[src/rtl/skid_rr_arbiter.sv]
// Round-robin arbiter sharing one valid/ready channel, with a registered output stage and a one-entry skid slot.
// Define SKID_RR_ARBITER_LOCK_EN for packet mode (no interleaving of packets between ports).
module skid_rr_arbiter #(
  parameter int DATA_WIDTH = 32,
  parameter int NUM_PORTS  = 4,
  parameter int ID_WIDTH   = $clog2(NUM_PORTS)
) (
  input  logic                            clk,
  input  logic                            rst,
  input  logic [NUM_PORTS*DATA_WIDTH-1:0] up_bus,
  input  logic [NUM_PORTS-1:0]            up_last,
  input  logic [NUM_PORTS-1:0]            up_val,
  output logic [NUM_PORTS-1:0]            up_rdy,
  output logic [DATA_WIDTH-1:0]           dn_bus,
  output logic                            dn_last,
  output logic [ID_WIDTH-1:0]             dn_id,
  output logic                            dn_val,
  input  logic                            dn_rdy
);

  localparam int SUM_WIDTH = ID_WIDTH + 1;

  logic [ID_WIDTH-1:0]   r_sel;
  logic                  r_acc;
  logic                  r_dn_val;
  logic [DATA_WIDTH-1:0] r_dn_bus;
  logic                  r_dn_last;
  logic [ID_WIDTH-1:0]   r_dn_id;
  logic [DATA_WIDTH-1:0] r_sk_bus;
  logic                  r_sk_last;
  logic [ID_WIDTH-1:0]   r_sk_id;

  logic [DATA_WIDTH-1:0] w_port_bus [NUM_PORTS];
  logic [DATA_WIDTH-1:0] w_beat_bus;
  logic                  w_beat_last;
  logic                  w_owner_val;
  logic                  w_xfer;
  logic                  w_load;
  logic                  w_advance;
  logic                  w_adv_on_xfer;
  logic                  w_locked;
  logic [SUM_WIDTH-1:0]  w_sum;
  logic [ID_WIDTH-1:0]   w_cand;
  logic [ID_WIDTH-1:0]   w_next_sel;

  // Split the flat upstream bus into per-port payloads
  always_comb begin
    for (int i = 0; i < NUM_PORTS; i++) begin
      w_port_bus[i] = up_bus[i*DATA_WIDTH +: DATA_WIDTH];
    end
  end

  assign w_beat_bus  = w_port_bus[r_sel];
  assign w_beat_last = up_last[r_sel];
  assign w_owner_val = up_val[r_sel];
  assign w_xfer      = w_owner_val & r_acc & ~rst;
  assign w_load      = ~r_dn_val | dn_rdy;

  // Only the owner may see ready, and only while the skid slot is empty
  always_comb begin
    for (int i = 0; i < NUM_PORTS; i++) begin
      up_rdy[i] = (r_sel == ID_WIDTH'(i)) & r_acc & ~rst;
    end
  end

  // Next owner: first valid port after sel, wrapping and ending at sel itself;
  // scanned farthest-first so the nearest valid candidate wins
  always_comb begin
    w_next_sel = r_sel;
    w_sum      = '0;
    w_cand     = '0;
    for (int k = NUM_PORTS; k >= 1; k--) begin
      w_sum = {1'b0, r_sel} + SUM_WIDTH'(k);
      w_sum = (w_sum >= SUM_WIDTH'(NUM_PORTS)) ? (w_sum - SUM_WIDTH'(NUM_PORTS)) : w_sum;
      w_cand = w_sum[ID_WIDTH-1:0];
      w_next_sel = up_val[w_cand] ? w_cand : w_next_sel;
    end
  end

`ifdef SKID_RR_ARBITER_LOCK_EN
  logic r_locked;

  // Lock is held from a non-last beat until the owner's last beat transfers
  always_ff @(posedge clk) begin
    if (rst) begin
      r_locked <= 1'b0;
    end else if (w_xfer) begin
      r_locked <= ~w_beat_last;
    end
  end

  assign w_locked      = r_locked;
  assign w_adv_on_xfer = w_beat_last;
`else
  assign w_locked      = 1'b0;
  assign w_adv_on_xfer = 1'b1;
`endif

  assign w_advance = w_xfer ? w_adv_on_xfer : (~w_owner_val & ~w_locked);

  // Owner register
  always_ff @(posedge clk) begin
    if (rst) begin
      r_sel <= '0;
    end else if (w_advance) begin
      r_sel <= w_next_sel;
    end
  end

  // Output register and skid slot; acc low means the slot holds a beat
  always_ff @(posedge clk) begin
    if (rst) begin
      r_dn_val <= 1'b0;
      r_acc    <= 1'b1;
    end else if (w_load) begin
      if (!r_acc) begin
        r_dn_bus  <= r_sk_bus;
        r_dn_last <= r_sk_last;
        r_dn_id   <= r_sk_id;
        r_dn_val  <= 1'b1;
        r_acc     <= 1'b1;
      end else begin
        r_dn_val <= w_xfer;
        if (w_xfer) begin
          r_dn_bus  <= w_beat_bus;
          r_dn_last <= w_beat_last;
          r_dn_id   <= r_sel;
        end
      end
    end else if (w_xfer) begin
      r_sk_bus  <= w_beat_bus;
      r_sk_last <= w_beat_last;
      r_sk_id   <= r_sel;
      r_acc     <= 1'b0;
    end
  end

  assign dn_bus  = r_dn_bus;
  assign dn_last = r_dn_last;
  assign dn_id   = r_dn_id;
  assign dn_val  = r_dn_val;

endmodule
[config.mk]
export PLATFORM = sky130hd
export DESIGN_NAME = skid_rr_arbiter
export DESIGN_NICKNAME = d
export VERILOG_FILES = /design/src/rtl/skid_rr_arbiter.sv
export SDC_FILE = /design/constraint.sdc
export NUM_CORES = 1
export LEC_CHECK = 0
export CORE_ASPECT_RATIO = 2
export CORE_MARGIN = 2
export CORE_UTILIZATION = 40
export CTS_CLUSTER_DIAMETER = 30
export DETAILED_ROUTE_END_ITERATION = 7
export GPL_ROUTABILITY_DRIVEN = 0
export PLACE_DENSITY = 0.79
export SYNTH_ARGS = -nofsm -noshare
export SYNTH_HDL_FRONTEND = slang
export SYNTH_SLANG_ARGS = --single-unit
[constraint.sdc]
create_clock -name clk -period 5.05 [get_ports clk]
set_clock_uncertainty 0.1 [all_clocks]
set_input_delay 0.505 -clock clk [delete_from_list [all_inputs] [get_ports clk]]
set_output_delay 0.505 -clock clk [all_outputs]
set_load 0.005 [all_outputs]
==> Word-level counts from Yosys, hierarchy flattened <==
Cells that the tools add are included.
{ "op_classes": {"eq_ne": 4, "add_sub_neg": 8, "order_cmp": 10, "n_bitwise": 16, "muxes": 31, "reduce_logical": 6} }
{ "op_table": {"columns": ["op", "n"], "rows": [
  ["$mux W32", 4],
  ["$bmux W32 S2", 1],
  ["$mux W2", 10],
  ["$ge A3 B3 Y1 const B", 5],
  ["$lt A2 B3 Y1 const B", 5],
  ["$bmux W1 S2", 6],
  ["$and A1 B1 Y1", 10],
  ["$mux W1", 10],
  ["$sub A2 B1 Y2 const B", 4],
  ["$add A2 B2 Y3 const B", 2],
  ["$reduce_and A3 Y1", 2],
  ["$eq A2 B2 Y1 const B", 2],
  ["$not A1 Y1", 4],
  ["$reduce_bool A4 Y1", 1],
  ["$add A2 B1 Y3 const B", 1],
  ["$add A2 B3 Y3 const B", 1],
  ["$not A2 Y3", 1],
  ["$eq A2 B1 Y1 const B", 1],
  ["$logic_not A2 Y1", 1],
  ["$ne A2 B1 Y1 const B", 1],
  ["$reduce_and A2 Y1", 1],
  ["$reduce_or A2 Y1", 1],
  ["$or A1 B1 Y1", 1]
]} }
{ "totals": {"inputBits": 139, "wordCells": 84, "regBits": 74} }

==> Logic depth before layout (Yosys ltp) <==
Gate-level depths: netlist of run 1.
{ "logic_depth": {"ltp_word": 9, "ltp_mapped": 9, "depth_no_buf": 6} }

==> Least setup slack after synthesis of run 1 <==
No wires, ideal clock.
{ "synth_timing": {"kind": "reg2reg", "start": "register r_acc", "end": "register r_sk_bus[0] (enable)", "synth_period_minus_slack_ns": 4.132, "setup_time_ns": 0.478, "required_ns": 4.472, "arrival_time_ns": 3.554, "slack_ns": 0.918, "path_stages_with_launch": 4, "cell_sequence": "dfxtp_1 buf_1 nor2b_1 nor3b_1"} }
{ "synth_via": {"elab_chain_len": 3} }
{ "synth_lines": {"columns": ["element", "line_no", "source"], "rows": [
  ["start, declared", "24", "logic r_acc;"],
  ["start signal, assigned", "114", "r_acc <= 1'b1;"],
  ["start signal, assigned", "121", "r_acc <= 1'b1;"],
  ["start signal, assigned", "134", "r_acc <= 1'b0;"],
  ["$and A1 B1 Y1 (2 in a row)", "56", "assign w_xfer = w_owner_val & r_acc & ~rst;"],
  ["$reduce_and A3 Y1 (no source line)", null, null],
  ["end signal, assigned", "131", "r_sk_bus <= w_beat_bus;"],
  ["end, declared", "29", "logic [DATA_WIDTH-1:0] r_sk_bus;"]
]} }
Every way passes these cells.
A chain may end at the register's enable or synchronous reset.

==> Final worst setup path of run 1 <==
{ "layout_timing": {"start": "register r_sel[0]", "end": "output port up_rdy[1]"} }
{ "layout_via": {"elab_chain_len": 3} }
{ "layout_lines": {"columns": ["element", "line_no", "source"], "rows": [
  ["start, declared", "23", "logic [ID_WIDTH-1:0] r_sel;"],
  ["start signal, assigned", "106", "r_sel <= w_next_sel;"],
  ["$eq A2 B1 Y1", "62", "up_rdy[i] = (r_sel == ID_WIDTH'(i)) & r_acc & ~rst;"],
  ["$and A1 B1 Y1 (2 in a row)", "62", null],
  ["end, declared", "13", "output logic [NUM_PORTS-1:0] up_rdy,"]
]} }
Every way passes these cells.

==> results by stage, run 1 <==
Global routing:
- The total grt overflow is 0.
- The initial antenna violation count came to 0.
- The global-route wire length before repair is 15000 um.
- The total global-route track usage is 20.1%.
- The number of global-route vias before repair is roughly 2.9k.
- The largest net degree at the start of global routing is 47.

Setup path:
- The largest stage delay on the critical path is 0.77 ns.
- The worst setup path is captured at an output port.
- The type of origin of the critical path is a register.
- The critical path data arrival time is 2.42 ns.
- Walking the worst path, the cells encountered are buf_4 -> ha_1 -> and2_1 -> clkdlybuf4s50_1.
- Along the worst path, the maximum fanout reaches 23.
- For the worst setup path, the data required time is approximately 4.5 ns.
- The critical path is of the register to output port type.
- The reg-to-reg setup timing slack is about 2.1 ns.
- The cell type of the slowest stage on the worst timing path is sky130_fd_sc_hd__dfxtp_2.
- The startpoint identified for the worst register-to-register timing path is r_sel[1]$_SDFFE_PP0P_.
- The worst reg2reg path depth is 4.
- The endpoint identified for the worst register-to-register timing path is dn_bus[22]$_DFFE_PP_.

Floorplan:
- The initialized floorplan defines 49 standard-cell rows.
- Measured along the y axis, the die boundary spans 140 um.
- The die covers between 10000 and 15000 um^2.
- The width of the die is around 72 um.
- The number of top-level design ports is roughly 180.
- The placeable core region is 9010 um^2.
- The initial cell density of the core is 41.3%.

Placement:
- The number of buffers inserted by port buffering is 178.
- The pre-CTS setup slack is 2.02 ns.
- The cell total after placement is about 470.
- Summed over all nets, the half-perimeter wirelength after detailed placement is about 7300 um.

Min path:
- In this run the most critical hold path is launched from r_sk_bus[13]$_DFFE_PP_.
- In this run the worst hold path is classified as register to register.
- The destination of the worst hold path is dn_bus[13]$_DFFE_PP_.
- Counting instances, the worst hold path has a depth of 1.

Detailed routing:
- Detailed routing inserted a total of 2628 vias.
- The total iterations of the first detailed-routing run is 6.
- The first routing iteration left about 170 violations.
- Using the TritonRoute via totals, the vias-per-cell ratio works out to 5.39.
- The count of nets left with antenna violations once routing finished came out at 0.
- Summed over all layers, the routed wires come to roughly 10000 um.
- The average detailed-routed wire length per instance is 19.9 um.
- The count of unresolved DRC violations after routing is 0.

Cells and area:
- The area added between synthesis and finish is 58.2%.
- In the final layout, the share of cells above drive strength 1 is a little under a quarter.
- The non-filler instance count after layout is ~490.
- The number of antenna diodes in the final layout is 0.
- The layout net count is between 500 and 600.

Synth:
- The number of synthesized flops with an enable pin is 70.
- The area share of the leading cell type in the synthesized netlist is ~56%.
- The part of the Yosys area used for sequential elements is about three fifths.
- The async set-reset flop share out of synthesis is 0%.
- The library cell with the highest instance count after synthesis is sky130_fd_sc_hd__edfxtp_1.
- By count the netlist is led by 70 x sky130_fd_sc_hd__edfxtp_1, 36 x sky130_fd_sc_hd__mux2_2, 33 x sky130_fd_sc_hd__mux4_2, 6 x sky130_fd_sc_hd__and2_1, 6 x sky130_fd_sc_hd__buf_2.
- The number of warning messages in the yosys log is 0.
- The flip-flop and latch count after synthesis is 74.
- The number of nets in the synthesized netlist is roughly 350.
- In this run the cell area of the synthesized design comes to between 3000 and 4000 um^2.
- The most instantiated flip-flop cell in the synthesis netlist is sky130_fd_sc_hd__edfxtp_1.
- By area the synthesized netlist is led by sky130_fd_sc_hd__edfxtp_1 56%, sky130_fd_sc_hd__mux4_2 20%, sky130_fd_sc_hd__mux2_2 11%.
- The number of unique standard cell types used by synthesis is 30.
- After technology mapping, the gate count stands at slightly above 200.
- The library cell occupying the most area in the post-synthesis netlist is sky130_fd_sc_hd__edfxtp_1.
- The synthesized area per cell is approximately 18 um^2.

Clocking:
- The number of H-tree levels is 3.
- TritonCTS built the clock tree.
- The register clock-pin slew on the reported worst setup and hold paths is about 0.060 ns.
- Gates resized during post-CTS repair numbered 0.
- The setup fix buffers added after clock tree synthesis is 0.
- The latest clock arrival within the worst-skew pair is 0.33 ns.
- The maximum clock insertion buffer count is 2.
- For this design, the CTS-stage hold fixing added 0 buffers.
- CTS saw between 70 and 80 sinks.
- Clock tree synthesis inserted a total of 9 buffers.
- Clock tree synthesis selected as its root buffer the cell sky130_fd_sc_hd__clkbuf_16.

STA:
- The hold violation total from the final report is 0.
- The post-layout minimum cycle time is around 3.0 ns.
- Setup repair after global routing left no endpoint under its margin.
- The final clock period utilization by the worst path is 59.9%.
- The max-slew violation count is 0.
- Headroom to the max-slew limit came out at about a quarter.
- The transition time of the tightest slew-check pin is between 1 and 1.5 ns.
- The accumulated negative setup slack is 0 ns.
- Setup violations remaining at the end of the flow were counted as 0.
- The setup slack after layout is 2.02 ns.
- Based on the critical path, the design can be clocked at up to approximately 330 MHz.

Power and ir drop:
- The share of total power consumed by net switching is approximately a quarter.
- Per report_power, the clock group accounts for roughly 26% of the total.
- The leakage dissipation is between 1.5 and 2 nW.
- The internal cell power is approximately 1.9 mW.
- The peak supply drop is 0.391 mV.
- The share of total power dissipated in combinational logic is between 30% and 40%.
- Power spread over the standard cell area amounts to ~430 nW/um^2.
- The proportion of power drawn by flip-flops and latches is 39.4%.
- The switching power total is between 600 and 700 uW.

Run:
- Max-cap violations in this run came to 0.

Status:
- The flow ran to the end, and the final reports show no timing, DRC or antenna violations.
## through the flow
stage / utilization [%] / hold slack [ns] / power, mW / instance area [um^2]
after floorplan: - / 0.355 / 1.53 / 3730
after global placement: 62.0 / 0.428 / 1.90 / 5590
after detailed placement: 62.0 / 0.433 / 1.93 / 5590
after CTS: 65.4 / 0.448 / 2.60 / 5900
after global routing: 65.4 / 0.455 / 2.69 / 5900
final: 65.4 / 0.445 / 2.56 / 5900
## final cells by class
class	instances	area, um^2
clock inverters	6	81.3
fillers	666	3120
clock buffers	10	229
flip-flops and latches	74	2190
multi-input cells	113	1460
inverters	3	11.3
repair buffers	180	1800
well taps	102	128
## metal layers
metal | GRT usage (%) | up-vias | share of wire (%)
li1 | - | 1207 | -
met1 | 20.5 | 1296 | 33
met2 | 36.6 | 100 | 58
met3 | 4.75 | 25 | 4.8
met4 | 9.93 | 0 | 3.8
met5 | 0 | - | 0
## flip-flops by register name (all words and copies together), names as in the netlist
| name | cells |
|---|---|
| dn_bus | 32 |
| r_sel | 2 |
| dn_id | 2 |
| dn_last | 1 |
| r_sk_last | 1 |
| r_sk_id | 2 |
| r_sk_bus | 32 |
| r_acc | 1 |
| dn_val | 1 |
## worst max-delay path, delay by kind of cell, from the launching register on
family,cells,cell delay (ns)
buffers and inverters,2,0.99
flip-flops,1,0.77
adder cells (fa/ha/maj),1,0.20
AND/OR/NAND/NOR,1,0.12
## worst max-delay path by stage
| stage | startpoint | endpoint | slack (ns) | cells past startpoint |
|---|---|---|---|---|
| after CTS | r_sel[0]$_SDFFE_PP0P_ | up_rdy[3] | 1.92 | 4 |
| after global placement | r_sel[1]$_SDFFE_PP0P_ | dn_bus[21]$_DFFE_PP_ | 2.12 | 4 |
| after global routing | r_sel[0]$_SDFFE_PP0P_ | up_rdy[1] | 1.76 | 4 |
| after detailed placement | r_sel[1]$_SDFFE_PP0P_ | dn_bus[12]$_DFFE_PP_ | 2.02 | 4 |
| after floorplan | r_acc$_SDFFE_PP1P_ | r_sk_bus[0]$_DFFE_PP_ | 0.92 | 3 |
| final | r_sel[0]$_SDFFE_PP0P_ | up_rdy[1] | 2.02 | 4 |
## cell usage in the layout, fill, tap and decap left out, types with 3 or more instances in the layout
cell type | netlist | layout
sky130_fd_sc_hd__inv_1 | 3 | 3
sky130_fd_sc_hd__ha_1 | 4 | 4
sky130_fd_sc_hd__edfxtp_1 | 70 | 70
sky130_fd_sc_hd__mux2_2 | 36 | 36
sky130_fd_sc_hd__nor2b_1 | 4 | 4
sky130_fd_sc_hd__mux2i_1 | 5 | 5
sky130_fd_sc_hd__mux4_2 | 33 | 33
sky130_fd_sc_hd__dfxtp_2 | 0 | 3
sky130_fd_sc_hd__clkbuf_16 | 0 | 9
sky130_fd_sc_hd__and2_1 | 6 | 6
sky130_fd_sc_hd__nor2_1 | 4 | 4
sky130_fd_sc_hd__clkdlybuf4s50_1 | 0 | 178
## power groups by stage
stage               clock, mW  combinational (mW)  sequential (mW)
detailed placement          0               0.906             1.03
CTS                     0.669               0.912             1.02
global route            0.689               0.966             1.03
finish                  0.652               0.897             1.01
global placement            0               0.880             1.02
floorplan                   0               0.605            0.923
## cell families after synthesis
| kind of cell | share of synthesized area (%) |
|---|---|
| adder cells (fa/ha/maj) | 1.34 |
| buffers and inverters | 2.32 |
| flip-flops | 58.6 |
| multiplexers | 32.2 |
| AO/OA/AOI/OAI | 2.15 |
| AND/OR/NAND/NOR | 3.46 |
Note: power is estimated with default switching activity, not from simulation.
==> inputs of run 2 (changes only) <==
==> constraint.sdc (replaced) <==
create_clock -name clk -period 2.83 [get_ports clk]
set_clock_uncertainty 0.1 [all_clocks]
set_input_delay 0.283 -clock clk [delete_from_list [all_inputs] [get_ports clk]]
set_output_delay 0.283 -clock clk [all_outputs]
set_load 0.005 [all_outputs]
==> run 2 against run 1 <==
  * Combinational power grew 98%
  * Register-to-register slack got worse by 1.4 ns
  * Via count rose by 2.3%
  * Sequential share of layout area shrank 0.23 points
  * Power rose by 76%
  * Sequential power rose by 65%
  * Wire length rose by 3.5%
==> results by stage, run 2 (synthesis gave the netlist of run 1 again) <==
Status:
- Outcome: completed (unchanged).

Detailed routing:
- The count of routing violations after the opening detailed-route iteration came to 250 (was 167).
- The post-route met1 wirelength was 3280 um (was 3250 um).
- The count of unresolved DRC violations after routing was 0 (unchanged).
- The average detailed-routed wire length per instance came to 20.4 um (was 19.9 um).
- The final antenna-violating net count was 0 (unchanged).
- The total vias in the final route is 2689 (was 2628).
- The total iterations of the first detailed-routing run is 4 (was 6).
- The top routing layer in use is met4 (unchanged).
- The length of routed met3 wiring is 513 um (was 468 um).
- The amount of wire on met2 after detailed routing is 5950 um (was 5640 um).
- The overall routed net length came to 10100 um (was 9730 um).
- The average vias per placed instance is 5.45 (was 5.39).

STA:
- For the finished layout, the period the worst path requires is between 2 and 2.5 ns.
- The accumulated negative setup slack is 0 ns (unchanged).
- Unrepaired setup endpoints after global routing: false (unchanged).
- Of the available clock period, the critical path in the final layout requires 81.0%.
- The hold violation total from the final report is 0 (unchanged).
- The transition time of the tightest slew-check pin is 0.549 ns (was 1.10 ns).
- The max-slew violation count was 0 (unchanged).
- The setup slack after layout is 0.537 ns (was 2.02 ns).
- The final setup violation count came to 0 (unchanged).
- The peak clock frequency supported by timing is ~440 MHz.
- The final worst hold slack was 0.445 ns (about the same).
- The relative slew slack is 63.4% (was 26.6%).

Setup path:
- The capture instance of the worst register-to-register path was r_sel[0]$_SDFFE_PP0P_ (was dn_bus[22]$_DFFE_PP_).
- The reg-to-reg setup timing slack is 0.66 ns (was 2.07 ns).
- The cell type of the slowest stage on the worst timing path was sky130_fd_sc_hd__dfxtp_2 (unchanged).
- Critical Path, Cell by Cell: inv_1 -> ha_1 -> and2_1 -> clkdlybuf4s50_1 (was buf_4 -> ha_1 -> and2_1 -> clkdlybuf4s50_1).
- The family with the most delay on the worst path is flip-flops (was buffers and inverters).
- The critical path data arrival time is 1.91 ns (was 2.42 ns).
- The critical path endpoint category is an output port (unchanged).
- The launch point of the critical path was r_sel[1]$_SDFFE_PP0P_ (was r_sel[0]$_SDFFE_PP0P_).
- The reg-to-reg startpoint is r_sel[1]$_SDFFE_PP0P_ (unchanged).
- The data required time at the worst endpoint is 2.45 ns (was 4.45 ns).
- The largest stage delay on the critical path was 0.68 ns (was 0.77 ns).
- The maximum net fanout on the critical path is 23 (unchanged).
- The worst reg2reg path depth was 5 (was 4).
- The type of origin of the critical path is a register (unchanged).
- The end point of the critical path is up_rdy[1] (unchanged).
- The count of cell instances traversed by the critical path is 4 (unchanged).
- The buffering stage count on the worst path with inverters included came to 2 (unchanged).
- The category of the most critical setup path is register to output port (unchanged).

Power and ir drop:
- The total chip power was 4.50 mW (was 2.56 mW).
- The leakage dissipation was 2.02 nW (was 2.00 nW).
- The fraction of power consumed by combinational cells is 39.5% (was 35.1%).
- The internal cell power is 3.29 mW (was 1.88 mW).
- The proportion of power drawn by flip-flops and latches came to 37.1% (was 39.4%).
- The portion of total power attributed to the clock network is 23.4% (was 25.5%).
- The switching power total came to 1.21 mW (was 677 uW).
- The share of total power consumed by net switching came to 26.9% (was 26.5%).
- The power density relative to cell area came to 759 nW/um^2 (was 434 nW/um^2).
- The peak supply drop is 0.544 mV (was 0.391 mV).

Floorplan:
- The width of the die was 72.2 um (unchanged).
- The initial cell density of the core came to 41.3% (unchanged).
- The full die area is 10100 um^2 (unchanged).
- The count of standard-cell rows is 49 (unchanged).
- The vertical extent of the die is 140 um (unchanged).
- The number of top-level design ports came to 179 (unchanged).
- The placeable core region came to 9010 um^2 (unchanged).

Cells and area:
- The sequential cell area is 2190 um^2 (unchanged).
- Commonest cells after routing, fill and taps aside: 178 x sky130_fd_sc_hd__clkdlybuf4s50_1, 70 x sky130_fd_sc_hd__edfxtp_1, 36 x sky130_fd_sc_hd__mux2_2 (unchanged).
- The commonest non-fill, non-tap cell in the layout is sky130_fd_sc_hd__clkdlybuf4s50_1 (unchanged).
- The area added between synthesis and finish came to 59.2% (was 58.2%).
- The fraction of layout instances using a drive strength above 1 is 23.3% (about the same).
- The summed area of non-filler cells in the final layout came to 5930 um^2 (was 5900 um^2).
- The total of fill cells in the finished design was 673 (was 666).
- The area of the multi-input gates is 1470 um^2 (was 1460 um^2).
- The number of antenna diodes came to 0 (unchanged).
- The layout net count is 529 (was 524).

Run:
- The number of violations of the max-capacitance limit is 0 (unchanged).

Clocking:
- The setup fix buffers added after clock tree synthesis came to 0 (unchanged).
- The CTS tree is done (unchanged).
- The quantity of hold-fixing buffers added after cts is 0 (unchanged).
- The cell at the root of the clock tree is sky130_fd_sc_hd__clkbuf_16 (unchanged).
- The number of gates given a new drive strength after cts is 0 (unchanged).
- The number of H-tree levels was 3 (unchanged).
- The register clock-pin slew on the reported worst setup and hold paths was 0.05 ns (was 0.06 ns).
- The maximum clock insertion buffer count is 2 (unchanged).
- The latest clock arrival within the worst-skew pair was 0.32 ns (was 0.33 ns).
- The number of sinks driven by the clock tree came to 74 (unchanged).
- The clock buffer count from CTS is 9 (unchanged).

Placement:
- The post-DP HPWL is 7730 um (was 7330 um).
- The post-placement cell area is 5650 um^2 (was 5590 um^2).
- The number of buffers inserted by port buffering is 178 (unchanged).
- The pre-CTS setup slack is 0.536 ns (was 2.02 ns).

Global routing:
- The total grt overflow is 0 (unchanged).
- The number of global-route vias before repair was 3014 (was 2893).
- The largest net degree at the start of global routing came to 40 (was 47).
- The total global-route track usage is 20.8% (was 20.1%).
- The global-route wire length before repair is 15500 um (was 15000 um).
- The initial antenna violation count is 0 (unchanged).

Min path:
- The worst hold path class is register to register (unchanged).
-- run 2: final cells by class --
class	instances	share of cell area, %
Sequential cell	74	36.8
Timing Repair Buffer	185	31.3
Multi-Input combinational cell	113	24.8
Clock buffer	11	3.92
Tap cell	102	2.15
Clock inverter	5	0.759
Inverter	3	0.190
-- run 2: how the worst min path moves through the flow --
| stage | startpoint | endpoint | slack (ns) | cells after the start |
|---|---|---|---|---|
| after floorplan | rst | dn_val$_SDFFE_PP0P_ | 0.25 | 1 |
| after global placement | r_sk_id[1]$_DFFE_PP_ | dn_id[1]$_DFFE_PP_ | 0.43 | 1 |
| after global routing | r_sk_bus[24]$_DFFE_PP_ | dn_bus[24]$_DFFE_PP_ | 0.46 | 1 |
| final | r_sk_bus[24]$_DFFE_PP_ | dn_bus[24]$_DFFE_PP_ | 0.45 | 1 |
| after detailed placement | r_sk_bus[16]$_DFFE_PP_ | dn_bus[16]$_DFFE_PP_ | 0.43 | 1 |
| after CTS | r_sk_bus[21]$_DFFE_PP_ | dn_bus[21]$_DFFE_PP_ | 0.45 | 1 |
-- run 2: power by group through the flow --
stage	clock (mW)	combinational (mW)	sequential, mW
6_report	1.06	1.78	1.67
5_1_grt	1.12	1.92	1.69
4_1_cts	1.07	1.81	1.67
3_5_place_dp	0	1.79	1.69
3_3_place_gp	0	1.74	1.69
2_1_floorplan	0	1.09	1.65
-- run 2: through the flow --
step,instances,util [%]
after detailed placement,477,62.7
after floorplan,203,-
final,493,65.8
after CTS,493,65.8
after global routing,493,65.8
after global placement,477,62.7
-- run 2: layer usage --
| metal | global-route usage, % | up-vias |
|---|---|---|
| met5 | 0 | - |
| met4 | 9.83 | 0 |
| met3 | 4.03 | 24 |
| met2 | 39.1 | 109 |
| met1 | 21.0 | 1341 |
| li1 | - | 1215 |
-- run 2: worst reg2reg max path, delay by kind of cell, from the launching register on --
| kind | cells | cell delay [ns] |
|---|---|---|
| buf+inv | 1 | 0.13 |
| compound gates | 2 | 0.57 |
| simple gates | 1 | 0.18 |
| fa+ha+maj | 1 | 0.40 |
| flops | 1 | 0.68 |
==> inputs of run 3 (changes only) <==
--- a/config.mk
+++ b/config.mk
@@ -7,11 +7,11 @@
 export LEC_CHECK = 0
 export CORE_ASPECT_RATIO = 2
 export CORE_MARGIN = 2
-export CORE_UTILIZATION = 40
+export CORE_UTILIZATION = 37
 export CTS_CLUSTER_DIAMETER = 30
 export DETAILED_ROUTE_END_ITERATION = 7
 export GPL_ROUTABILITY_DRIVEN = 0
-export PLACE_DENSITY = 0.79
+export PLACE_DENSITY = 0.77
 export SYNTH_ARGS = -nofsm -noshare
 export SYNTH_HDL_FRONTEND = slang
 export SYNTH_SLANG_ARGS = --single-unit
==> constraint.sdc (replaced) <==
create_clock -name clk -period 2.1 [get_ports clk]
set_clock_uncertainty 0.1 [all_clocks]
set_input_delay 0.21 -clock clk [delete_from_list [all_inputs] [get_ports clk]]
set_output_delay 0.21 -clock clk [all_outputs]
set_load 0.005 [all_outputs]
==> run 3 against run 2 <==
  * Clock power up 34%
  * Highest routed layer unchanged
  * Sequential power up 33%
  * Flip-flop and latch count unchanged
  * Core utilization down 3.7 points
  * Non-clock buffer count up 9
  * Critical endpoint is now up_rdy[0]
  * Die area up 7.8%
  * Setup slack worse by 0.46 ns
  * Via count up 0.63%
==> results by stage, run 3 (synthesis gave the netlist of run 1 again) <==
Power and ir drop:
- The power density relative to cell area is 1010 nW/um^2 (was 759 nW/um^2).
- The proportion of power drawn by flip-flops and latches is 36.0% (was 37.1%).
- The internal cell power came to 4.51 mW (was 3.29 mW).
- The share of total power consumed by net switching is 26.8% (was 26.9%).
- The leakage dissipation was 2.08 nW (was 2.02 nW).
- The peak supply drop came to 0.710 mV (was 0.544 mV).
- The switching power total is 1.65 mW (was 1.21 mW).
- The portion of total power attributed to the clock network came to 23.0% (was 23.4%).
- The total chip power is 6.16 mW (was 4.50 mW).
- The fraction of power consumed by combinational cells is 41.0% (was 39.5%).

STA:
- The setup slack after layout is 0.0743 ns (was 0.537 ns).
- The smallest clock period supported by the final layout is computed as between 2 and 2.5 ns.
- The final setup violation count is 0 (unchanged).
- The peak clock frequency supported by timing is between 400 and 500 MHz.
- Unrepaired setup endpoints after global routing: false (unchanged).
- The accumulated negative setup slack was 0 ns (unchanged).
- The final clock period utilization by the worst path is between 90 and 100%.
- The final worst hold slack is 0.445 ns (about the same).
- The transition time of the tightest slew-check pin came to 0.503 ns (was 0.549 ns).
- The hold violation total from the final report is 0 (unchanged).
- The relative slew slack is 65.6% (was 63.4%).
- The max-slew violation count is 0 (unchanged).

Setup path:
- The type of origin of the critical path is a register (unchanged).
- The reg-to-reg setup timing slack was 0.17 ns (was 0.66 ns).
- The launch point of the critical path was r_acc$_SDFFE_PP1P_ (was r_sel[1]$_SDFFE_PP0P_).
- The reg-to-reg startpoint is r_sel[1]$_SDFFE_PP0P_ (unchanged).
- The critical path endpoint category is an output port (unchanged).
- The data required time at the worst endpoint is 1.79 ns (was 2.45 ns).
- The critical path data arrival time is 1.72 ns (was 1.91 ns).
- The category of the most critical setup path is register to output port (unchanged).
- The maximum net fanout on the critical path is 6 (was 23).

Cells and area:
- The area added between synthesis and finish is 62.9% (was 59.2%).
- Commonest cells after routing, fill and taps aside: 178 x sky130_fd_sc_hd__clkdlybuf4s50_1, 70 x sky130_fd_sc_hd__edfxtp_1, 35 x sky130_fd_sc_hd__mux2_2 (was 178 x sky130_fd_sc_hd__clkdlybuf4s50_1, 70 x sky130_fd_sc_hd__edfxtp_1, 36 x sky130_fd_sc_hd__mux2_2).
- The number of antenna diodes is 0 (unchanged).
- The sequential cell area is 2190 um^2 (about the same).
- The commonest non-fill, non-tap cell in the layout is sky130_fd_sc_hd__clkdlybuf4s50_1 (unchanged).
- The area of the multi-input gates is 1470 um^2 (about the same).
- The total of fill cells in the finished design is 745 (was 673).
- The fraction of layout instances using a drive strength above 1 is 25.3% (was 23.3%).
- The layout net count is 538 (was 529).

Placement:
- The number of buffers inserted by port buffering is 178 (unchanged).
- The post-DP HPWL is 7890 um (was 7730 um).
- The pre-CTS setup slack is 0.0784 ns (was 0.536 ns).

Detailed routing:
- The count of unresolved DRC violations after routing came to 0 (unchanged).
- The overall routed net length is 10100 um (about the same).
- The total iterations of the first detailed-routing run is 4 (unchanged).
- The total vias in the final route came to 2706 (was 2689).
- The average vias per placed instance was 5.09 (was 5.45).
- The final antenna-violating net count is 0 (unchanged).
- The average detailed-routed wire length per instance is 19.0 um (was 20.4 um).
- The count of routing violations after the opening detailed-route iteration is 211 (was 250).

Floorplan:
- The width of the die is 75.0 um (was 72.2 um).
- The placeable core region is 9760 um^2 (was 9010 um^2).
- The count of standard-cell rows is 51 (was 49).
- The initial cell density of the core came to 38.2% (was 41.3%).
- The full die area came to 10900 um^2 (was 10100 um^2).
- The number of top-level design ports came to 179 (unchanged).
- The vertical extent of the die is 146 um (was 140 um).

Global routing:
- The total global-route track usage came to 19.0% (was 20.8%).
- The total grt overflow came to 0 (unchanged).
- The number of global-route vias before repair is 2858 (was 3014).
- The global-route wire length before repair is 15200 um (was 15500 um).
- The initial antenna violation count is 0 (unchanged).
- The largest net degree at the start of global routing was 36 (was 40).

Clocking:
- The cell at the root of the clock tree is sky130_fd_sc_hd__clkbuf_16 (unchanged).
- The maximum clock insertion buffer count came to 2 (unchanged).
- The latest clock arrival within the worst-skew pair is 0.32 ns (about the same).
- The number of sinks driven by the clock tree is 74 (unchanged).
- The quantity of hold-fixing buffers added after cts came to 0 (unchanged).
- The register clock-pin slew on the reported worst setup and hold paths is 0.05 ns (about the same).
- The number of H-tree levels came to 3 (unchanged).
- The clock buffer count from CTS is 9 (unchanged).
- The CTS tree is done (unchanged).

Min path:
- The worst hold path class is register to register (unchanged).
- The beginning of the worst hold path is r_sk_bus[1]$_DFFE_PP_ (was r_sk_bus[24]$_DFFE_PP_).

Status:
- Outcome: completed (unchanged).

Run:
- The number of violations of the max-capacitance limit was 0 (unchanged).
==> run 3: changes by cell type in the layout (fill, tap and decap cells not counted) <==
cell,delta
sky130_fd_sc_hd__buf_12,+2
sky130_fd_sc_hd__clkinv_1,-2
sky130_fd_sc_hd__mux2_2,-1
sky130_fd_sc_hd__dfxtp_4,+1
sky130_fd_sc_hd__dfxtp_2,-1
sky130_fd_sc_hd__clkbuf_1,+1
sky130_fd_sc_hd__clkinv_2,+1
sky130_fd_sc_hd__mux2_4,+1
sky130_fd_sc_hd__buf_4,+7
==> run 3: through the flow <==
step,util [%],instance area [um^2],instances
after floorplan,-,3750,203
after global routing,62.2,6070,532
after global placement,59.3,5790,516
after detailed placement,59.3,5790,516
after CTS,62.1,6070,532
final,62.2,6070,532
==> run 3: path summary, 6_finish.rpt <==
check,cells past startpoint,to
setup / recovery,4,up_rdy[0]
hold reg to reg,1,dn_bus[1]$_DFFE_PP_
hold / removal,1,dn_bus[1]$_DFFE_PP_
setup reg to reg,5,r_sel[1]$_SDFFE_PP0P_
==> run 3: cell type report <==
class	count	area share, %
timing repair buffer	194	32.2
clock buffer	12	3.90
sequential	74	36.1
tap	132	2.72
multi-input combinational	113	24.3
inverter	3	0.186
clock inverter	4	0.701
==> run 3: power groups by stage <==
stage	combinational, mW	clock [mW]	sequential [mW]
finish	2.53	1.42	2.22
global route	2.71	1.51	2.24
floorplan	1.48	0	2.22
global placement	2.48	0	2.24
CTS	2.56	1.45	2.22
detailed placement	2.55	0	2.25
==> run 3: what timing repair did <==
item / CTS / global route
gates resized for setup: 0 / 1
setup endpoints to repair: 0 / 1
buffers inserted: 0 / 0
==> run 3: metal layers <==
layer | vias up | GRT usage, % | share of wire (%)
li1 | 1227 | - | -
met5 | - | 0 | 0
met3 | 17 | 3.05 | 4.6
met4 | 0 | 7.23 | 2.4
met1 | 1350 | 19.8 | 33
met2 | 112 | 35.7 | 60
==> run 3: worst max-delay path: stages, from the launching register on <==
cell                              delay, ns
sky130_fd_sc_hd__dfxtp_2               0.38
sky130_fd_sc_hd__nor2b_1               0.22
sky130_fd_sc_hd__buf_4                 0.17
sky130_fd_sc_hd__and2_1                0.13
sky130_fd_sc_hd__clkdlybuf4s50_1       0.50
